**config.mk**
```make
export PLATFORM = sky130hd
export DESIGN_NAME = vout_stream_timing
export DESIGN_NICKNAME = d
export VERILOG_FILES = /design/src/rtl/hdmi_timing_pkg.sv /design/src/rtl/vout_stream_timing_raster_counter.sv /design/src/rtl/vout_stream_timing.sv
export SDC_FILE = /design/constraint.sdc
export NUM_CORES = 1
export LEC_CHECK = 0
export BUFFER_PORTS_ARGS = -buffer_cell sky130_fd_sc_hd__buf_2
export CAP_MARGIN = 20
export CORE_UTILIZATION = 45
export CTS_BUF_LIST = sky130_fd_sc_hd__clkbuf_2
export CTS_CLUSTER_DIAMETER = 80
export DETAILED_ROUTE_END_ITERATION = 8
export GPL_ROUTABILITY_DRIVEN = 1
export GPL_TIMING_DRIVEN = 1
export HOLD_SLACK_MARGIN = 0.15
export PLACE_DENSITY = 0.71
export SKIP_LAST_GASP = 1
export SLEW_MARGIN = 20
export SYNTH_ARGS = -nofsm -noshare
export SYNTH_HDL_FRONTEND = slang
export SYNTH_SLANG_ARGS = --single-unit
```
**constraint.sdc**
```tcl
create_clock -name clk -period 2.2 [get_ports clk]
set_clock_uncertainty 0.15 [all_clocks]
set_input_delay 0.44 -clock clk [delete_from_list [all_inputs] [get_ports clk]]
set_output_delay 0.44 -clock clk [all_outputs]
set_load 0.005 [all_outputs]
```
**src/rtl/hdmi_timing_pkg.sv**
```systemverilog
// Shared raster timing sets, derived totals and the pacer state encoding
// for the HDMI video output path.
package hdmi_timing_pkg;

  typedef struct packed {
    int unsigned h_active;
    int unsigned h_fp;
    int unsigned h_sync;
    int unsigned h_bp;
    int unsigned v_active;
    int unsigned v_fp;
    int unsigned v_sync;
    int unsigned v_bp;
  } timing_t;

  localparam timing_t TIMING_1080P60 = '{1920, 88, 44, 148, 1080, 4, 5, 36};
  localparam timing_t TIMING_720P60  = '{1280, 110, 40, 220, 720, 5, 5, 20};
  localparam timing_t TIMING_480P    = '{640, 16, 96, 48, 480, 10, 2, 33};

  function automatic int unsigned h_total(input timing_t t);
    return t.h_active + t.h_fp + t.h_sync + t.h_bp;
  endfunction

  function automatic int unsigned v_total(input timing_t t);
    return t.v_active + t.v_fp + t.v_sync + t.v_bp;
  endfunction

  typedef enum logic [1:0] {
    ST_IDLE   = 2'd0,
    ST_RESYNC = 2'd1,
    ST_RUN    = 2'd2
  } state_t;

endpackage

```
**src/rtl/vout_stream_timing_raster_counter.sv**
```systemverilog
// Horizontal/vertical raster counters with active, sync and first-pixel decode.
// Counters sit at zero whenever run_i is low.
module raster_counter
  import hdmi_timing_pkg::*;
#(
  parameter int unsigned H_ACTIVE = TIMING_1080P60.h_active,
  parameter int unsigned H_FP     = TIMING_1080P60.h_fp,
  parameter int unsigned H_SYNC   = TIMING_1080P60.h_sync,
  parameter int unsigned H_BP     = TIMING_1080P60.h_bp,
  parameter int unsigned V_ACTIVE = TIMING_1080P60.v_active,
  parameter int unsigned V_FP     = TIMING_1080P60.v_fp,
  parameter int unsigned V_SYNC   = TIMING_1080P60.v_sync,
  parameter int unsigned V_BP     = TIMING_1080P60.v_bp
) (
  input  logic clk,
  input  logic rst,
  input  logic run_i,
  output logic act_o,
  output logic first_o,
  output logic hs_o,
  output logic vs_o
);

  localparam timing_t     CFG     = '{H_ACTIVE, H_FP, H_SYNC, H_BP,
                                      V_ACTIVE, V_FP, V_SYNC, V_BP};
  localparam int unsigned H_TOTAL = h_total(CFG);
  localparam int unsigned V_TOTAL = v_total(CFG);
  localparam int unsigned HW      = (H_TOTAL > 1) ? $clog2(H_TOTAL) : 1;
  localparam int unsigned VW      = (V_TOTAL > 1) ? $clog2(V_TOTAL) : 1;

  localparam logic [HW-1:0] H_LAST = HW'(H_TOTAL - 1);
  localparam logic [HW-1:0] H_ACT  = HW'(H_ACTIVE);
  localparam logic [HW-1:0] HS_BEG = HW'(H_ACTIVE + H_FP);
  localparam logic [HW-1:0] HS_END = HW'(H_ACTIVE + H_FP + H_SYNC);
  localparam logic [VW-1:0] V_LAST = VW'(V_TOTAL - 1);
  localparam logic [VW-1:0] V_ACT  = VW'(V_ACTIVE);
  localparam logic [VW-1:0] VS_BEG = VW'(V_ACTIVE + V_FP);
  localparam logic [VW-1:0] VS_END = VW'(V_ACTIVE + V_FP + V_SYNC);

  logic [HW-1:0] h_q, h_d;
  logic [VW-1:0] v_q, v_d;

  always_ff @(posedge clk or posedge rst) begin
    if (rst) begin
      h_q <= '0;
      v_q <= '0;
    end else begin
      h_q <= h_d;
      v_q <= v_d;
    end
  end

  always_comb begin
    h_d = h_q;
    v_d = v_q;
    if (!run_i) begin
      h_d = '0;
      v_d = '0;
    end else if (h_q == H_LAST) begin
      h_d = '0;
      v_d = (v_q == V_LAST) ? '0 : v_q + VW'(1);
    end else begin
      h_d = h_q + HW'(1);
    end
  end

  // vs decodes from v only, so it can only move when h wraps to 0
  assign act_o   = (h_q < H_ACT) && (v_q < V_ACT);
  assign first_o = (h_q == '0) && (v_q == '0);
  assign hs_o    = (h_q >= HS_BEG) && (h_q < HS_END);
  assign vs_o    = (v_q >= VS_BEG) && (v_q < VS_END);

endmodule

```
**src/rtl/vout_stream_timing.sv**
```systemverilog
// HDMI output timing generator and pixel pacer: raster timing plus a
// valid/ready pixel pull locked to the stream's start-of-frame marker.
module vout_stream_timing
  import hdmi_timing_pkg::*;
#(
  parameter int unsigned H_ACTIVE = TIMING_1080P60.h_active,
  parameter int unsigned H_FP     = TIMING_1080P60.h_fp,
  parameter int unsigned H_SYNC   = TIMING_1080P60.h_sync,
  parameter int unsigned H_BP     = TIMING_1080P60.h_bp,
  parameter int unsigned V_ACTIVE = TIMING_1080P60.v_active,
  parameter int unsigned V_FP     = TIMING_1080P60.v_fp,
  parameter int unsigned V_SYNC   = TIMING_1080P60.v_sync,
  parameter int unsigned V_BP     = TIMING_1080P60.v_bp,
  parameter logic        HS_POL   = 1'b1,
  parameter logic        VS_POL   = 1'b1,
  parameter int unsigned DATA_W   = 24
) (
  input  logic              clk,
  input  logic              rst,
  input  logic              en,
  input  logic [DATA_W-1:0] s_data,
  input  logic              s_valid,
  input  logic              s_sof,
  output logic              s_ready,
  output logic              vout_hs,
  output logic              vout_vs,
  output logic              vout_de,
  output logic [DATA_W-1:0] vout_data,
  output logic              frame_start,
  output logic              underflow,
  output logic              sync_err
);

  state_t state_q, state_d;
  logic   act, first, hs_raw, vs_raw;
  logic   sof_lock, sof_bad;

  logic              hs_q, hs_d, vs_q, vs_d, de_q, de_d;
  logic [DATA_W-1:0] data_q, data_d;
  logic              fs_q, fs_d, uf_q, uf_d, se_q, se_d;

  raster_counter #(
    .H_ACTIVE (H_ACTIVE),
    .H_FP     (H_FP),
    .H_SYNC   (H_SYNC),
    .H_BP     (H_BP),
    .V_ACTIVE (V_ACTIVE),
    .V_FP     (V_FP),
    .V_SYNC   (V_SYNC),
    .V_BP     (V_BP)
  ) u_raster (
    .clk     (clk),
    .rst     (rst),
    .run_i   (en && (state_q != ST_IDLE)),
    .act_o   (act),
    .first_o (first),
    .hs_o    (hs_raw),
    .vs_o    (vs_raw)
  );

  // SOF lands on the first active pixel (lock) or a word's SOF flag disagrees with its position
  assign sof_lock = act && first && s_valid && s_sof;
  assign sof_bad  = act && s_valid && (s_sof != first);

  always_ff @(posedge clk or posedge rst) begin
    if (rst) state_q <= ST_IDLE;
    else     state_q <= state_d;
  end

  always_comb begin
    state_d = state_q;
    if (!en) begin
      state_d = ST_IDLE;
    end else begin
      case (state_q)
        ST_IDLE:   state_d = ST_RESYNC;
        ST_RESYNC: if (sof_lock) state_d = ST_RUN;
        ST_RUN:    if (sof_bad) state_d = ST_RESYNC;
        default:   state_d = ST_IDLE;
      endcase
    end
  end

  always_comb begin
    s_ready = 1'b0;
    hs_d    = ~HS_POL;
    vs_d    = ~VS_POL;
    de_d    = 1'b0;
    data_d  = '0;
    fs_d    = 1'b0;
    uf_d    = uf_q;
    se_d    = se_q;
    if (state_q != ST_IDLE) begin
      hs_d = hs_raw ? HS_POL : ~HS_POL;
      vs_d = vs_raw ? VS_POL : ~VS_POL;
    end
    case (state_q)
      ST_RESYNC: begin
        // non-SOF words drain; an SOF waits for the first active pixel
        s_ready = s_valid && (!s_sof || (act && first));
        if (sof_lock) begin
          de_d   = 1'b1;
          data_d = s_data;
          fs_d   = 1'b1;
        end
      end
      ST_RUN: begin
        s_ready = act;
        if (act) begin
          de_d = 1'b1;
          fs_d = first;
          if (!s_valid)    uf_d   = 1'b1;
          else if (sof_bad) se_d  = 1'b1;
          else             data_d = s_data;
        end
      end
      default: ;
    endcase
  end

  always_ff @(posedge clk or posedge rst) begin
    if (rst) begin
      hs_q   <= ~HS_POL;
      vs_q   <= ~VS_POL;
      de_q   <= 1'b0;
      data_q <= '0;
      fs_q   <= 1'b0;
      uf_q   <= 1'b0;
      se_q   <= 1'b0;
    end else begin
      hs_q   <= hs_d;
      vs_q   <= vs_d;
      de_q   <= de_d;
      data_q <= data_d;
      fs_q   <= fs_d;
      uf_q   <= uf_d;
      se_q   <= se_d;
    end
  end

  assign vout_hs     = hs_q;
  assign vout_vs     = vs_q;
  assign vout_de     = de_q;
  assign vout_data   = data_q;
  assign frame_start = fs_q;
  assign underflow   = uf_q;
  assign sync_err    = se_q;

endmodule
```
After elaboration in Yosys (flattened, before gate mapping)
Index checks and enable logic that the tools add are counted.

Add/sub/neg operators: 2. $lt $le $gt $ge: 6. Eq/ne operators: 8. Mux-type cells: 24. Bitwise logic cells: 1. Reductions and logical operators: 20.

Operator list (number): 2-to-1 mux 24 bit (4); case mux 24 bit (2 select lines) (1); 2-to-1 mux 11 bit (3); 2-to-1 mux 12 bit (2); less-than comparator 11 bit, second input constant (2); adder 12 x 1 -> 12 bit, second input constant (1); equality test 12 bit, second input constant (1); greater-or-equal comparator 12 x 11 -> 1 bit, second input constant (1); logical NOT 12 bit (1); less-than comparator 12 x 11 -> 1 bit, second input constant (1); less-than comparator 12 bit, second input constant (1); adder 11 x 1 -> 11 bit, second input constant (1); equality test 11 bit, second input constant (1); greater-or-equal comparator 11 bit, second input constant (1); logical AND 1 bit (11); logical NOT 11 bit (1); 2-to-1 mux 1 bit (7); 2-to-1 mux 2 bit (3); != test 3 bit, second input constant (2); case mux 1 bit (2 select lines) (3); case mux 2 bit (3 select lines) (1); AND reduction 4 bit (1); AND reduction 3 bit (1); equality test 2 x 1 -> 1 bit, second input constant (1); other kinds (9) (9).

Flip-flop bits (word level): 55. Input port bits: 29. Output and inout port bits: 31.

Longest topological paths before layout
Gate-level depths: netlist of the first run.

Depth in word-level cells: 8. Depth in mapped cells: 9.

Cells and area by module
Synthesis of the first run repeated with hierarchy kept, for this count alone.

Cells, all modules: 249. Area total of the unflattened synthesis: 2685.1 um2.

By module, submodules not included: raster_counter (times used 1, cells an instance 153, area an instance 1420.1 um2); vout_stream_timing (times used 1, cells an instance 96, area an instance 1265.0 um2).

Worst setup path after synthesis of the first run
No wires, ideal clock.

Path type: flip-flop to output port. From: reg u_raster.h_q[3]. To: out s_ready. Arrival time: 1.743 ns. Data required time: 1.610 ns. Setup slack: -0.133 ns. Cell stages (with the launch flop): 7. Buffers on the path: 1. Cell sequence: dfrtp_1 > or4_4 > nor3_2 > and4_1 > buf_6 > o211ai_1 > a21boi_0.

Word-level cells in the longest chain between the ends: 6. Elaborated cells between the ends (all ways): 8. Those cells by class: order compare (1); mux (1); reduce/logical (6).

Ends and longest elaborated chain: start: declaration (line vout_stream_timing_raster_counter.sv:40) `logic [HW-1:0] h_q, h_d;`; start signal: assignment (line vout_stream_timing_raster_counter.sv:45) `h_q <= '0;`; start signal: assignment (line vout_stream_timing_raster_counter.sv:48) `h_q <= h_d;`; less-than comparator 12 x 11 -> 1 bit / logical NOT 12 bit (equally long branches) (line vout_stream_timing_raster_counter.sv:68, vout_stream_timing_raster_counter.sv:69); logical AND 1 bit, on equally long branches (line vout_stream_timing_raster_counter.sv:68, vout_stream_timing_raster_counter.sv:69); logical AND 1 bit (line vout_stream_timing.sv:100) `s_ready = s_valid && (!s_sof || (act && first));`; logical OR 1 bit (line vout_stream_timing.sv:100); logical AND 1 bit (line vout_stream_timing.sv:100); case mux 1 bit (2 select lines) (*) (line vout_stream_timing.sv:97) `case (state_q)`; end: declaration (line vout_stream_timing.sv:24) `output logic s_ready,`.

Every way passes the cells marked *; elsewhere a longest branch is shown, timed or not.

Worst setup path after layout of the first run
From: reg u_raster.h_q[9]. To: out s_ready.

The elaborated chain is that of the path after synthesis.

==> flow_summary.ini, run 1 <==
[cells_and_area]
syn_to_final_growth_pct = 46.79
fill_cells = 400
diodes = 0
nNetsFinal = 424
drive_gt1_share_pct = 44.85
layout_commonest_cell = buf_2
stdcell_count = 460
final_cell_mix = buf_2, dfrtp_1, buf_4, dlygate4sd3_1, nor2_1
stdcell_area_um2 = 3918
regArea_um2 = 1376
multi_input_area_um2 = 1390
post-route-util_pct = 69.86

[power_and_ir_drop]
power_mw = 1.951
power_density_nw_per_um2 = 498.1
ir_worst_vdd_mv = 0.4318
leakage_nw = 1.959

[sta]
fmax_ghz = 0.3560
max_slew_margin_pct = 74.69
finalCritPeriodShare_pct = 127.7
setup_viol = 32
tns_ps = -5291
whs_ps = 181.5
layout_min_cycle_time_ps = 2809
drv_slew = 0
hold_viol_final = 0
worst_slack_ps = -608.6
rsz0062_at_grt = yes
tightest_slew_ps = 376.2

[synthesis]
synthFlopType = dfrtp_1
synthesis.nets = 289
syn_area_um2 = 2669
synth.avg_cell_area_um2 = 10.59
synth_area_leaders = dfrtp_1, and2_4, ha_1, nor2_1, o21ai_0
synth_cell_type_count = 47
yosys_warnings = 0
postSynthCellCount = 252
synth-seq-cells = 55
async_flop_share_pct = 100.0
synth-edff-count = 0
seq_area_frac_synth_pct = 51.57
yosys.area.top_type = dfrtp_1
yosys.area.top_type_share_pct = 51.57

[place]
post-dp-hpwl_um = 4237
dpl_worst_slack_ps = -165.8
dp.cells = 414
place.port_buffers = 59
placed_area_um2 = 3317
globalplace.congestion = 0.8470

[cts]
clkTransAtPathRegs_ps = 300
cts_tree = done
cts.htree.levels = 2
worstSkewPairLatency_ps = 470
clk_path_buf_depth = 2
cts.root.buffer_cell = clkbuf_2
cts_sinks = 55
numCtsBuffers = 5

[route]
drc = 0
avgViaCountPerCell = 5.211
dr.pass1.iters = 4
drt_iter0_drc = 122
wl_per_cell_um = 15.56
ant_nets = 0
vias = 2397
totalWireLength_um = 7159

[global_route]
grt_pass1_wl_um = 11320
antenna_found_initial = 0
grt_overflow_total = 0
globalRouteTotalUtil_pct = 23.69
grt_max_degree = 56
grt_pass1_vias = 2370

[worst_setup_path]
criticalPathCategory = flip-flop to output port
required_ps = 1610
worst_setup_path_start_kind = flip-flop
arrival_ps = 2220
end_kind = output port
cp_max_fo = 2

[floorplan]
core_um2 = 5608
io_pins = 60
start_util_pct = 47.59
row_count = 27
die_x_um = 79.01
die_area_um2 = 6243
die-height_um = 79.01

[min_path]
hold_path_class = input port to flip-flop

[outcome]
violations = setup timing
outcome = complete, but fails checks

[run]
max_cap_viol_count = 0
cell usage after synthesis (3+ instances only):
library cell	number
and4_1	3
nor2_1	24
inv_1	9
and2_1	4
clkbuf_1	7
buf_6	3
dfrtp_1	55
nand3_1	10
ha_1	8
and2_4	20
nand2b_1	5
nand2_1	15
nor4_1	3
and3_1	4
nor3_1	3
xor2_1	6
and2_2	4
o21ai_0	16
xnor2_1	4
a21oi_1	6
o31ai_1	5
nor4b_1	3
a31oi_1	3
worst paths after layout:
kind | from | to | slack, ps | depth (start not counted)
max | u_raster.h_q[9] | s_ready | -610 | 6
min | s_sof | state_q[1] | 180 | 3
max reg2reg | u_raster.v_q[8] | vout_data[21] | -210 | 7
min reg2reg | sync_err | sync_err | 370 | 1
max in group asynchronous | rst | u_raster.v_q[2] | 1280 | 4
min in group asynchronous | rst | u_raster.h_q[8] | 370 | 4
registers in the layout (all words and copies together), names as in the netlist:
| signal | flops |
|---|---|
| frame_start | 1 |
| state_q | 2 |
| sync_err | 1 |
| u_raster.h_q | 12 |
| u_raster.v_q | 11 |
| underflow | 1 |
| vout_data | 24 |
| vout_de | 1 |
| vout_hs | 1 |
| vout_vs | 1 |
worst max-delay path, stage by stage (launching register included):
cell and delay [ps]:
dfrtp_1 450, or4_4 570, nor3_4 140, and4_4 240
o211ai_1 90, a21boi_1 150, buf_2 130
routing by layer:
layer	track usage (%)	share of wire, %	up-vias
met3	4.138	4.7	16
met5	0	0	-
met4	8.182	2.5	0
met2	40.17	52	74
li1	-	-	1144
met1	30.40	41	1163
what timing repair did:
item | in CTS | in global routing
pin swaps | 13 | 16
gates cloned | 2 | 1
buffers inserted | 4 | 4
setup endpoints to repair | 36 | 52
hold endpoints to repair | 83 | 0
gates resized for setup | 23 | 32
hold buffers | 28 | 0
kinds of logic (layout without fill, tap and decap cells):
| family | count (synthesis) | count (layout) | share of synthesized area (%) |
|---|---|---|---|
| adders and majority gates | 8 | 8 | 3.751 |
| DFF | 55 | 55 | 51.57 |
| and+or+nand+nor | 113 | 115 | 26.39 |
| AOI/OAI and AO/OA | 44 | 44 | 10.31 |
| xor gates and xnor gates | 11 | 11 | 3.891 |
| muxes | 1 | 1 | 0.3751 |
| buffers and inverters | 20 | 154 | 3.704 |
layout make-up:
cell class	instances	share of cell area, %
multi-input cells	179	35.48
repair buffers	137	25.01
clock buffers	5	0.6388
clock inverters	3	0.5749
inverters	9	0.8623
well taps	72	2.300
flip-flops and latches	55	35.13
where the power goes:
group | leakage, nW | internal (mW) | switching, mW
Combinational | 1.17 | 0.223 | 0.232
Clock | 0.0333 | 0.0842 | 0.346
Sequential | 0.761 | 1.05 | 0.0174
Total | 1.96 | 1.36 | 0.595
(Power assumes the default switching activity.)
==> run 2: changes to the inputs <==
--- a/config.mk
+++ b/config.mk
@@ -7,14 +7,16 @@
 export LEC_CHECK = 0
 export BUFFER_PORTS_ARGS = -buffer_cell sky130_fd_sc_hd__buf_2
 export CAP_MARGIN = 20
-export CORE_UTILIZATION = 45
+export CELL_PAD_IN_SITES_DETAIL_PLACEMENT = 0
+export CELL_PAD_IN_SITES_GLOBAL_PLACEMENT = 1
+export CORE_UTILIZATION = 39
 export CTS_BUF_LIST = sky130_fd_sc_hd__clkbuf_2
 export CTS_CLUSTER_DIAMETER = 80
 export DETAILED_ROUTE_END_ITERATION = 8
 export GPL_ROUTABILITY_DRIVEN = 1
 export GPL_TIMING_DRIVEN = 1
 export HOLD_SLACK_MARGIN = 0.15
-export PLACE_DENSITY = 0.71
+export PLACE_DENSITY_LB_ADDON = 0.1
 export SKIP_LAST_GASP = 1
 export SLEW_MARGIN = 20
 export SYNTH_ARGS = -nofsm -noshare
==> run 2 against run 1 <==
The flow finishes with violations (DRC, setup timing). Sequential cell count unchanged. First-iteration DRC count decreased by 34%. Sequential power about the same. Worst setup slack improved by 42 ps. Cell count increased by 2.0%. Global-route usage decreased by 5.0 points. Non-clock buffer count increased by 3. Via count decreased by 4.0%. Utilization decreased by 10 points.
==> flow_summary.ini, run 2 (synthesis results as in run 1) <==
[worst_setup_path]
end_kind = output port
cp_num_buf_inv = 1
crit_chain = or4_4 -> nor3_4 -> and4_4 -> o211ai_1 -> a21boi_1 -> buf_2
required_ps = 1610
r2r_start = u_raster.h_q[9]
worst_setup_path_start_kind = flip-flop
crit_end = s_ready
cp_max_fo = 2
criticalPathCategory = flip-flop to output port
crit_start = u_raster.h_q[9]
slowest_stage = or4_4
r2r-end = vout_data[11]
r2r_setup_slack_ps = -310
crit_family = simple AND/OR/NAND/NOR gates
arrival_ps = 2180
cpPeakStageDelay_ps = 560
reg2reg_depth = 8
cp.depth = 6

[run]
max_cap_viol_count = 0

[floorplan]
die-height_um = 84.73
start_util_pct = 41.09
core_um2 = 6495
row_count = 29
die_x_um = 84.73
die_area_um2 = 7178
io_pins = 60

[cts]
numCtsBuffers = 5
cts.htree.levels = 2
worstSkewPairLatency_ps = 450
clkTransAtPathRegs_ps = 280
cts.root.buffer_cell = clkbuf_2
cts_sinks = 55
cts_tree = done
clk_path_buf_depth = 2

[sta]
layout_min_cycle_time_ps = 2766
max_slew_margin_pct = 71.13
tns_ps = -8438
finalCritPeriodShare_pct = 125.7
fmax_ghz = 0.3615
tightest_slew_ps = 427.1
worst_slack_ps = -566.4
rsz0062_at_grt = yes
hold_viol_final = 0
setup_viol = 30
drv_slew = 0

[global_route]
grt_overflow_total = 0
antenna_found_initial = 0
globalRouteTotalUtil_pct = 18.64
grt_max_degree = 56
grt_pass1_wl_um = 10440
grt_pass1_vias = 2218

[route]
avgViaCountPerCell = 4.906
dr.pass1.iters = 8
drt_iter0_drc = 81
ant_nets = 0
totalWireLength_um = 6356
wl_per_cell_um = 13.55
drc = 5
vias = 2301

[cells_and_area]
drive_gt1_share_pct = 43.11
layout_commonest_cell = buf_2
fill_cells = 568
post-route-util_pct = 59.87
nNetsFinal = 428
largest_reg_flops = 24
final_cell_mix = buf_2, dfrtp_1, buf_4, dlygate4sd3_1, and2_4
diodes = 0
syn_to_final_growth_pct = 45.71

[outcome]
outcome = complete, but fails checks
violations = DRC, setup timing

[power_and_ir_drop]
power_density_nw_per_um2 = 495.0
clkPwrFrac_pct = 21.5
p_sw_share_pct = 28.87
power_frac_comb_pct = 23.1
p_sw_uw = 555.7
ir_worst_vdd_mv = 0.2973
leakage_nw = 1.971
p_int_mw = 1.369
pwr-share-seq_pct = 55.4

[min_path]
hold_path_class = input port to flip-flop

[place]
place.port_buffers = 59
post-dp-hpwl_um = 3991
globalplace.congestion = 0.7419
[run 2: cell count changes in the layout (fill, tap and decap cells not counted), moves of 2 or more]
cell / before / now
o31ai_1: 2 / 4
buf_4: 43 / 47
and2_4: 21 / 24
o21ai_4: 3 / 0
o21ai_0: 2 / 11
o21ai_2: 3 / 0
o21ai_1: 10 / 7
o31ai_4: 2 / 0
and2_2: 3 / 0
[run 2: timing repair]
action                                 CTS  global route
buffers inserted                         5             6
endpoints found under the hold margin   83             0
resized for setup                       22            15
hold buffers                            29             0
setup endpoints to repair               37            40
pin swaps                                6            14
cloned                                   2             1
[run 2: stage by stage]
step | instance area [um2] | total power, mW | setup WS (ps) | std cells | hold slack (ps)
6_report | 3889 | 1.925 | -566.4 | 469 | 322.1
5_1_grt | 3889 | 2.041 | -694.7 | 469 | 290.9
4_1_cts | 3795 | 1.937 | -608.5 | 462 | 295.0
3_5_place_dp | 3316 | 1.412 | -186.2 | 418 | 306.9
3_3_place_gp | 3316 | 1.412 | -117.7 | 418 | 309.1
2_1_floorplan | 2669 | 1.278 | -25.95 | 252 | 317.8
[run 2: worst min-delay path by stage]
stage                    from         end  cells after the start
floorplan            sync_err    sync_err                      1
global placement     sync_err    sync_err                      1
detailed placement  underflow   underflow                      1
CTS                     s_sof    sync_err                      4
global route            s_sof  state_q[0]                      4
finish                  s_sof  state_q[0]                      4
[run 2: tightest hold or removal path: stages]
cell	delay (ps)
buf_2	190
a41oi_2	150
o311ai_1	80
o21ai_1	60
[run 2: routing by layer]
metal | wire length [um] | track usage (%) | part of all wire, % | vias to the layer above
met2 | 2990 | 30.75 | 47 | 49
met4 | 68 | 4.622 | 1.1 | 0
met1 | 3072 | 25.62 | 48 | 1098
li1 | - | - | - | 1149
met3 | 225 | 3.245 | 3.5 | 5
met5 | 0 | 0 | 0 | -
[run 2: layout make-up]
| type | count | area, um2 | area share, % |
|---|---|---|---|
| Sequential cell | 55 | 1376 | 35.39 |
| Multi-Input combinational cell | 180 | 1333 | 34.27 |
| Timing Repair Buffer | 140 | 1003 | 25.80 |
| Tap cell | 77 | 96.34 | 2.477 |
| Inverter | 9 | 33.78 | 0.8687 |
| Clock buffer | 6 | 30.03 | 0.7722 |
| Clock inverter | 2 | 16.27 | 0.4183 |
[run 2: power groups by stage]
| stage | sequential [mW] | combinational, mW | clock (mW) |
|---|---|---|---|
| 2_1_floorplan | 1.09 | 0.191 | 0 |
| 3_3_place_gp | 1.08 | 0.330 | 0 |
| 3_5_place_dp | 1.08 | 0.330 | 0 |
| 4_1_cts | 1.07 | 0.424 | 0.447 |
| 5_1_grt | 1.07 | 0.490 | 0.479 |
| 6_report | 1.07 | 0.445 | 0.413 |
